===== src/rtl/bcd_pkg.sv =====
// bcd_pkg: shared types and constants for the binary-to-BCD controller.
//   state_t   : controller states (IDLE/CONV/DONE)
//   SEG_*     : active-low 7-segment patterns, bit order g..a
//   SEG_TABLE : digit 0-9 to segment pattern
//   BCD_MAX   : largest value that converts without error
package bcd_pkg;

  typedef enum logic [1:0] {
    IDLE = 2'd0,
    CONV = 2'd1,
    DONE = 2'd2
  } state_t;

  localparam logic [6:0] SEG_BLANK = 7'b1111111;
  localparam logic [6:0] SEG_DASH  = 7'b0111111;

  localparam logic [6:0] SEG_TABLE [0:9] = '{
    7'b1000000,  // 0
    7'b1111001,  // 1
    7'b0100100,  // 2
    7'b0110000,  // 3
    7'b0011001,  // 4
    7'b0010010,  // 5
    7'b0000010,  // 6
    7'b1111000,  // 7
    7'b0000000,  // 8
    7'b0010000   // 9
  };

  localparam logic [6:0] BCD_MAX = 7'd99;

endpackage


===== src/rtl/seg7_dec.sv =====
// seg7_dec: combinational BCD digit to active-low 7-segment decoder.
//   digit : 4-bit BCD digit (codes above 9 decode to blank)
//   seg   : segments g..a, active-low
module seg7_dec
  import bcd_pkg::*;
(
  input  logic [3:0] digit,
  output logic [6:0] seg
);

  always_comb begin
    seg = SEG_BLANK;
    if (digit <= 4'd9) seg = SEG_TABLE[digit];
  end

endmodule


===== src/rtl/bcd_conv_ctrl.sv =====
// bcd_conv_ctrl: converts a 7-bit binary value to two BCD digits by repeated
// subtraction of ten, and drives registered 7-segment patterns for both digits.
// Values above 99 produce err=1 and a dash on both displays.
//   Clock, Resetn       : clock, synchronous active-low reset
//   in_valid, in_data   : value to convert (accepted when in_ready=1)
//   in_ready            : high in IDLE and DONE
//   out_valid           : tens/ones/err/HEX hold a completed result
//   tens, ones, err     : last result
//   HEX1, HEX0          : registered active-low segments for tens/ones
// Optional build macro BCD_BLANK_LEADING_ZERO_EN: blank HEX1 when tens=0 and
// err=0 (reset value included).
//
// state | meaning
// IDLE  | waiting for first value, in_ready=1
// CONV  | subtracting ten per edge, inputs ignored
// DONE  | result held, in_ready=1, a new accept restarts
module bcd_conv_ctrl
  import bcd_pkg::*;
(
  input  logic       Clock,
  input  logic       Resetn,
  input  logic       in_valid,
  input  logic [6:0] in_data,
  output logic       in_ready,
  output logic       out_valid,
  output logic [3:0] tens,
  output logic [3:0] ones,
  output logic       err,
  output logic [6:0] HEX1,
  output logic [6:0] HEX0
);

`ifdef BCD_BLANK_LEADING_ZERO_EN
  localparam logic BLANK_LZ = 1'b1;
`else
  localparam logic BLANK_LZ = 1'b0;
`endif

  localparam logic [6:0] HEX1_ZERO = BLANK_LZ ? SEG_BLANK : SEG_TABLE[0];

  state_t     state;
  logic [6:0] rem;
  logic [3:0] tens_acc;
  logic [6:0] seg_tens;
  logic [6:0] seg_ones;
  logic [6:0] hex1_next;

  // Decoders look at the working registers so the patterns are ready on the
  // very edge that publishes the digits.
  seg7_dec u_dec_tens (.digit(tens_acc),  .seg(seg_tens));
  seg7_dec u_dec_ones (.digit(rem[3:0]), .seg(seg_ones));

  assign hex1_next = (BLANK_LZ && (tens_acc == 4'd0)) ? SEG_BLANK : seg_tens;
  assign in_ready  = (state != CONV);

  always_ff @(posedge Clock) begin
    if (!Resetn) begin
      state     <= IDLE;
      rem       <= 7'd0;
      tens_acc  <= 4'd0;
      out_valid <= 1'b0;
      err       <= 1'b0;
      tens      <= 4'd0;
      ones      <= 4'd0;
      HEX0      <= SEG_TABLE[0];
      HEX1      <= HEX1_ZERO;
    end else begin
      case (state)
        IDLE, DONE: begin
          if (in_valid) begin
            rem       <= in_data;
            tens_acc  <= 4'd0;
            out_valid <= 1'b0;
            state     <= CONV;
          end
        end
        CONV: begin
          // Out-of-range check must win over the subtract step, otherwise
          // tens_acc would run past 9.
          if (rem > BCD_MAX) begin
            tens      <= 4'd0;
            ones      <= 4'd0;
            err       <= 1'b1;
            out_valid <= 1'b1;
            HEX0      <= SEG_DASH;
            HEX1      <= SEG_DASH;
            state     <= DONE;
          end else if (rem >= 7'd10) begin
            rem      <= rem - 7'd10;
            tens_acc <= tens_acc + 4'd1;
          end else begin
            ones      <= rem[3:0];
            tens      <= tens_acc;
            err       <= 1'b0;
            out_valid <= 1'b1;
            HEX0      <= seg_ones;
            HEX1      <= hex1_next;
            state     <= DONE;
          end
        end
        default: state <= IDLE;
      endcase
    end
  end

endmodule


===== config.mk =====
export PLATFORM = sky130hd
export DESIGN_NAME = bcd_conv_ctrl
export DESIGN_NICKNAME = d
export VERILOG_FILES = /design/src/rtl/bcd_pkg.sv /design/src/rtl/seg7_dec.sv /design/src/rtl/bcd_conv_ctrl.sv
export SDC_FILE = /design/constraint.sdc
export NUM_CORES = 1
export LEC_CHECK = 0
export CAP_MARGIN = 15
export CORE_MARGIN = 2
export CORE_UTILIZATION = 47
export DETAILED_ROUTE_END_ITERATION = 16
export GPL_ROUTABILITY_DRIVEN = 0
export PLACE_DENSITY = 0.75
export SYNTH_ARGS = -nofsm -noshare
export SYNTH_HDL_FRONTEND = slang
export SYNTH_HIERARCHICAL = 1
export SYNTH_SLANG_ARGS = --single-unit

===== constraint.sdc =====
create_clock -name Clock -period 2 [get_ports Clock]
set_input_delay 0.3 -clock Clock [delete_from_list [all_inputs] [get_ports Clock]]
set_output_delay 0.3 -clock Clock [all_outputs]
set_load 0.01 [all_outputs]

==> results of run 1 <==
## worst register-to-register path: cells and delay by family, from the launching register on
kind / cells / cell delay (ns)
AOI/OAI and AO/OA: 1 / 0.18
and+or+nand+nor: 4 / 1.06
adders and majority gates: 1 / 0.20
buffers and inverters: 1 / 0.05
DFF: 1 / 0.33
## how the worst min path moves through the flow
stage,slack [ns],end,startpoint
final,0.46,out_valid,out_valid
after global routing,0.49,out_valid,out_valid
after CTS,0.47,out_valid,out_valid
after detailed placement,0.45,out_valid,out_valid
after global placement,0.45,out_valid,out_valid
after floorplan,0.44,rem[0],in_data[0]
## registers in the layout, summed over array words and instances (netlist names)
| signal | count |
|---|---|
| tens | 4 |
| rem | 7 |
| tens_acc | 4 |
| out_valid | 1 |
| err | 1 |
| ones | 4 |
| state | 2 |
| HEX1 | 7 |
| HEX0 | 7 |
## synthesized netlist by cell type (all sizes together) (3+ instances only)
cell	instances	area [um2]
a21oi	20	100
a22oi	13	108
a2bb2oi	3	26.3
buf	8	66.3
clkbuf	5	18.8
dfxtp	37	741
ha	13	163
inv	10	37.5
mux2i	3	30.0
nand2	13	48.8
nand3	5	25.0
nor2	23	105
nor3	4	25.0
o21ai	9	45.0
o221a	12	135
## through the flow
step / total power (W) / std cells / area [um2]
detailed placement: 0.00134 / 297 / 2390
floorplan: 0.00116 / 210 / 1960
global placement: 0.00133 / 297 / 2390
CTS: 0.00185 / 305 / 2480
global route: 0.00194 / 305 / 2500
finish: 0.00185 / 305 / 2500
## metal layers
metal,vias to the layer above,track usage,share of wire
met1,796,0.292,0.50
li1,865,-,-
met2,38,0.314,0.44
met5,-,0,0
met3,6,0.0503,0.046
met4,0,0.0750,0.015
## where the power goes
part / switching [W] / internal [W]
Sequential: 0.0000448 / 0.000792
Clock: 0.000280 / 0.000240
Combinational: 0.000246 / 0.000247
## logic make-up after synthesis
logic type,Yosys count
AO/OA/AOI/OAI,71
adder cells (fa/ha/maj),13
buffers and inverters,23
flip-flops,37
multiplexers,3
AND/OR/NAND/NOR,63
## cell type report
| class | instances | area, um2 | area share |
|---|---|---|---|
| multi-input combinational | 150 | 1110 | 0.443 |
| sequential | 37 | 743 | 0.298 |
| timing repair buffer | 50 | 460 | 0.184 |
| clock buffer | 5 | 68.8 | 0.0276 |
| tap | 50 | 62.6 | 0.0251 |
| inverter | 10 | 37.5 | 0.0150 |
| clock inverter | 3 | 17.5 | 0.00701 |
==> flow_summary.yaml, run 1 <==
grt:
  gr-usage-all-layers: 0.209
  grt-ovfl-total: 0
  antenna_found_initial: 0
  grt_pass1_vias: 1491
  grt_start_max_net_pins: 20
  grt_pass1_wl_mm: 7.22
critical_path:
  cp-endpoint: "in_ready"
  crit_family: "buffers and inverters"
  crit_path_start_kind: "flip-flop"
  crit_buf_inv: 2
  rrSetupSlack_ns: 0.12
  crit_arrival_ns: 1.59
  criticalPathCategory: "reg -> out"
  r2r-end: "rem[3]"
  cp.required_ns: 1.70
  worst_path_largest_cell_delay_ns: 0.58
  reg2regPathDepth: 7
  startpoint: "state[1]"
  path_cells: "and2b_1 > inv_2 > clkdlybuf4s50_1"
  cp_num_cells: 3
  reg2reg_from: "rem[1]"
  crit_fanout: 7
  critPathSlowestCell: "clkdlybuf4s50_1"
  endpoint_kind: "primary output"
sta:
  fin_crit_ns: 1.89
  relSlewSlack: 0.697
  whs_ns: 0.463
  clock_skew_ns: 0.00650
  post-route-period-util: 0.945
  hold_violations: 0
  rsz0062_at_grt: "no"
  fmaxAchievable_mhz: 529
  fin_tns_setup_ns: 0
  worst_slack_ns: 0.109
  tightestPinTransition_ns: 0.454
  slew_viol_final: 0
  setup_viol: 0
die:
  dieWidth_um: 68.5
  num_io_pins: 35
  core_area_um2: 4000
  std_cell_rows: 23
  die_h_um: 68.5
  initial_core_util: 0.489
  dieArea_um2: 4690
place:
  pre_cts_slack_ns: 0.0544
  port-buffer-count: 34
  dp_hpwl_mm: 3.15
layout:
  final_nets: 277
  area_growth_syn_to_layout_pct: 27.7
  final_cell_mix: "dfxtp_1, clkdlybuf4s50_1, nor2_1"
  antenna_cells: 0
  n_fill_cell: 347
  layout_commonest_cell: "dfxtp_1"
  drive_above_1_share: 0.204
  final_core_utilization: 0.624
pwr:
  p_leak_nw: 0.966
  ir_drop_mv: 0.557
  p_per_area_nw_per_um2: 741
clock_network:
  tritoncts: "yes"
  clk_latency_ns: 0.30
  cts.sinks: 37
  cts_buffers: 5
  clk_path_buf_depth: 2
  clock-root-buffer: "clkbuf_8"
  post_cts_resized: 0
  holdBufCountCts: 0
  clk_pin_slew_ns: 0.07
  h-tree-depth: 2
  postCtsSetupBuffers: 0
logic_synthesis:
  syn_inst: 210
  async_flop_share: 0
  synth_edf_count: 0
  yosysUniqueCellTypes: 47
  ys_dominant_reg_cell: "dfxtp_1"
  yosys.area_share.simple: 0.185
  synth_fp_nets: 233
  muxShareOfSynthArea: 0.0154
  synthXorXnorAreaFrac: 0
  synth_area_um2: 1960
  ys_seq_elements: 37
  synth_top_family_by_area: "compound AO/OA/AOI/OAI gates"
  synth_compound_area_frac: 0.275
  synthAdderAreaFrac: 0.0832
  yosysSeqAreaShare: 0.379
  yosys_warnings: 6
  synth_area_per_cell_um2: 9.31
routing:
  num_vias: 1705
  drc_errors: 0
  first_pass_iters: 4
  detail-route-antenna-nets: 0
  drt_wl_total_mm: 4.41
  viasPerCell: 5.59
  wl_per_cell_um: 14.5
  drtIter0Drc: 85
status:
  run_status: "finished, final reports clean"
min_path:
  hp-class: "reg -> reg"
  hold_depth: 2
flow_run:
  max_cap_viol_count: 0
(Power assumes the default switching activity.)
==> inputs of run 2 (changes only) <==
- CORE_UTILIZATION: 47 -> 49
- CTS_BUF_LIST: default -> sky130_fd_sc_hd__clkbuf_8
- PLACE_DENSITY: 0.75 -> 0.78
==> run 2 against run 1 <==
Effect of this change: highest routed layer unchanged; critical path type is now reg -> reg; design area rose by 1.2%; sequential share of layout area decreased by 0.35 points; combinational power grew 2%; critical path depth is 4 higher; worst setup slack worse by 0.037 ns.
==> flow_summary.yaml, run 2 (synthesis gave the netlist of run 1 again) <==
status:
  run_status: "finished, final reports clean"
sta:
  setup_viol: 0
  fin_tns_setup_ns: 0
  worst_slack_ns: 0.0729
  post-route-period-util: 0.964
  fmaxAchievable_mhz: 519
  hold_violations: 0
  clock_skew_ns: 0.00457
  tightestPinTransition_ns: 0.474
  rsz0062_at_grt: "no"
  relSlewSlack: 0.684
  fin_crit_ns: 1.93
  slew_viol_final: 0
pwr:
  p_leak_nw: 0.980
  p_per_area_nw_per_um2: 833
  ir_drop_mv: 0.739
clock_network:
  cts_buffers: 5
  holdBufCountCts: 0
  h-tree-depth: 2
  clk_pin_slew_ns: 0.07
  tritoncts: "yes"
  cts.sinks: 37
  clock-root-buffer: "clkbuf_8"
  clk_path_buf_depth: 2
  clk_latency_ns: 0.29
routing:
  drtIter0Drc: 100
  first_pass_iters: 6
  drc_errors: 0
  detail-route-antenna-nets: 0
  drt_wl_total_mm: 4.63
  viasPerCell: 5.83
  wl_per_cell_um: 15.4
  num_vias: 1755
layout:
  final_cell_mix: "dfxtp_1, clkdlybuf4s50_1, nor2_1"
  n_fill_cell: 317
  drive_above_1_share: 0.198
  area_growth_syn_to_layout_pct: 29.2
  layout_commonest_cell: "dfxtp_1"
  reg_top3: "HEX0: 7 flops, HEX1: 7 flops, rem: 7 flops"
  antenna_cells: 0
  final_nets: 275
  finalInstanceArea_um2: 2530
  fin_cells: 301
die:
  die_h_um: 67.2
  std_cell_rows: 22
  dieWidth_um: 67.2
  dieArea_um2: 4510
  core_area_um2: 3740
  num_io_pins: 35
  initial_core_util: 0.522
critical_path:
  crit_arrival_ns: 2.14
  crit_fanout: 4
  crit_path_start_kind: "flip-flop"
  criticalPathCategory: "reg -> reg"
  cp.required_ns: 2.21
  endpoint_kind: "flip-flop"
grt:
  grt_pass1_vias: 1537
  top_usage_layer: "met2"
  grtUsageMet3: 0.0483
  grt_start_max_net_pins: 18
  antenna_found_initial: 0
  met1_usage: 0.301
  grt_pass1_wl_mm: 7.49
  grt_use_met2: 0.354
  grt-ovfl-total: 0
  gr-usage-all-layers: 0.225
place:
  pre_cts_slack_ns: 0.00232
  dpl.cell_count: 293
  port-buffer-count: 34
  dpl_cell_area_um2: 2380
  dp_hpwl_mm: 3.28
flow_run:
  max_cap_viol_count: 0
min_path:
  hp-class: "reg -> reg"
-- run 2: power by group --
group	switching, W	internal, W	total, W
logic	0.000258	0.000244	0.000502
registers	0.0000452	0.000792	0.000837
clock network	0.000271	0.000495	0.000766
-- run 2: layout make-up --
cell class | instances | area (um2) | area share
Clock buffer | 5 | 68.8 | 0.0272
Clock inverter | 3 | 65.1 | 0.0257
Inverter | 10 | 37.5 | 0.0149
Multi-Input combinational cell | 150 | 1110 | 0.438
Sequential cell | 37 | 743 | 0.294
Tap cell | 48 | 60.1 | 0.0238
Timing Repair Buffer | 48 | 445 | 0.176
-- run 2: path summary, 6_finish.rpt --
check                   end  cells after the start  startpoint  slack, ns
hold / removal    out_valid                      2   out_valid       0.47
setup / recovery     rem[3]                      7      rem[2]       0.07
hold reg to reg   out_valid                      2   out_valid       0.47
setup reg to reg     rem[3]                      7      rem[2]       0.07
-- run 2: critical path, stage by stage (launching register included) --
cell     delay [ns]
dfxtp_2        0.34
inv_1          0.05
ha_1           0.19
and2b_2        0.28
nor4b_4        0.07
or3_4          0.40
or3_1          0.32
a31oi_1        0.20
-- run 2: what timing repair did --
action | 4_1_cts | 5_1_grt
cloned | 0 | 0
gates resized for setup | 1 | 4
pin swaps | 0 | 1
endpoints found under the setup margin | 1 | 18
buffers inserted | 0 | 0
-- run 2: stage by stage --
step | hold WS (ns) | power [W] | util
floorplan | 0.436 | 0.00116 | -
global placement | 0.450 | 0.00133 | 0.635
detailed placement | 0.453 | 0.00134 | 0.635
CTS | 0.467 | 0.00210 | 0.671
global route | 0.495 | 0.00220 | 0.675
finish | 0.468 | 0.00210 | 0.675
-- run 2: metal layers --
metal | wire, um | share of wire | up-vias
li1 | - | - | 858
met1 | 2250 | 0.48 | 844
met2 | 2110 | 0.46 | 46
met3 | 215 | 0.046 | 7
met4 | 61 | 0.013 | 0
met5 | 0 | 0 | -
==> inputs of run 3 (changes only) <==
- CAP_MARGIN: 15 -> 20
- CTS_CLUSTER_DIAMETER: default -> 100
==> results of run 3 <==
The final DEF is identical to that of run 2; final timing and power are the same.
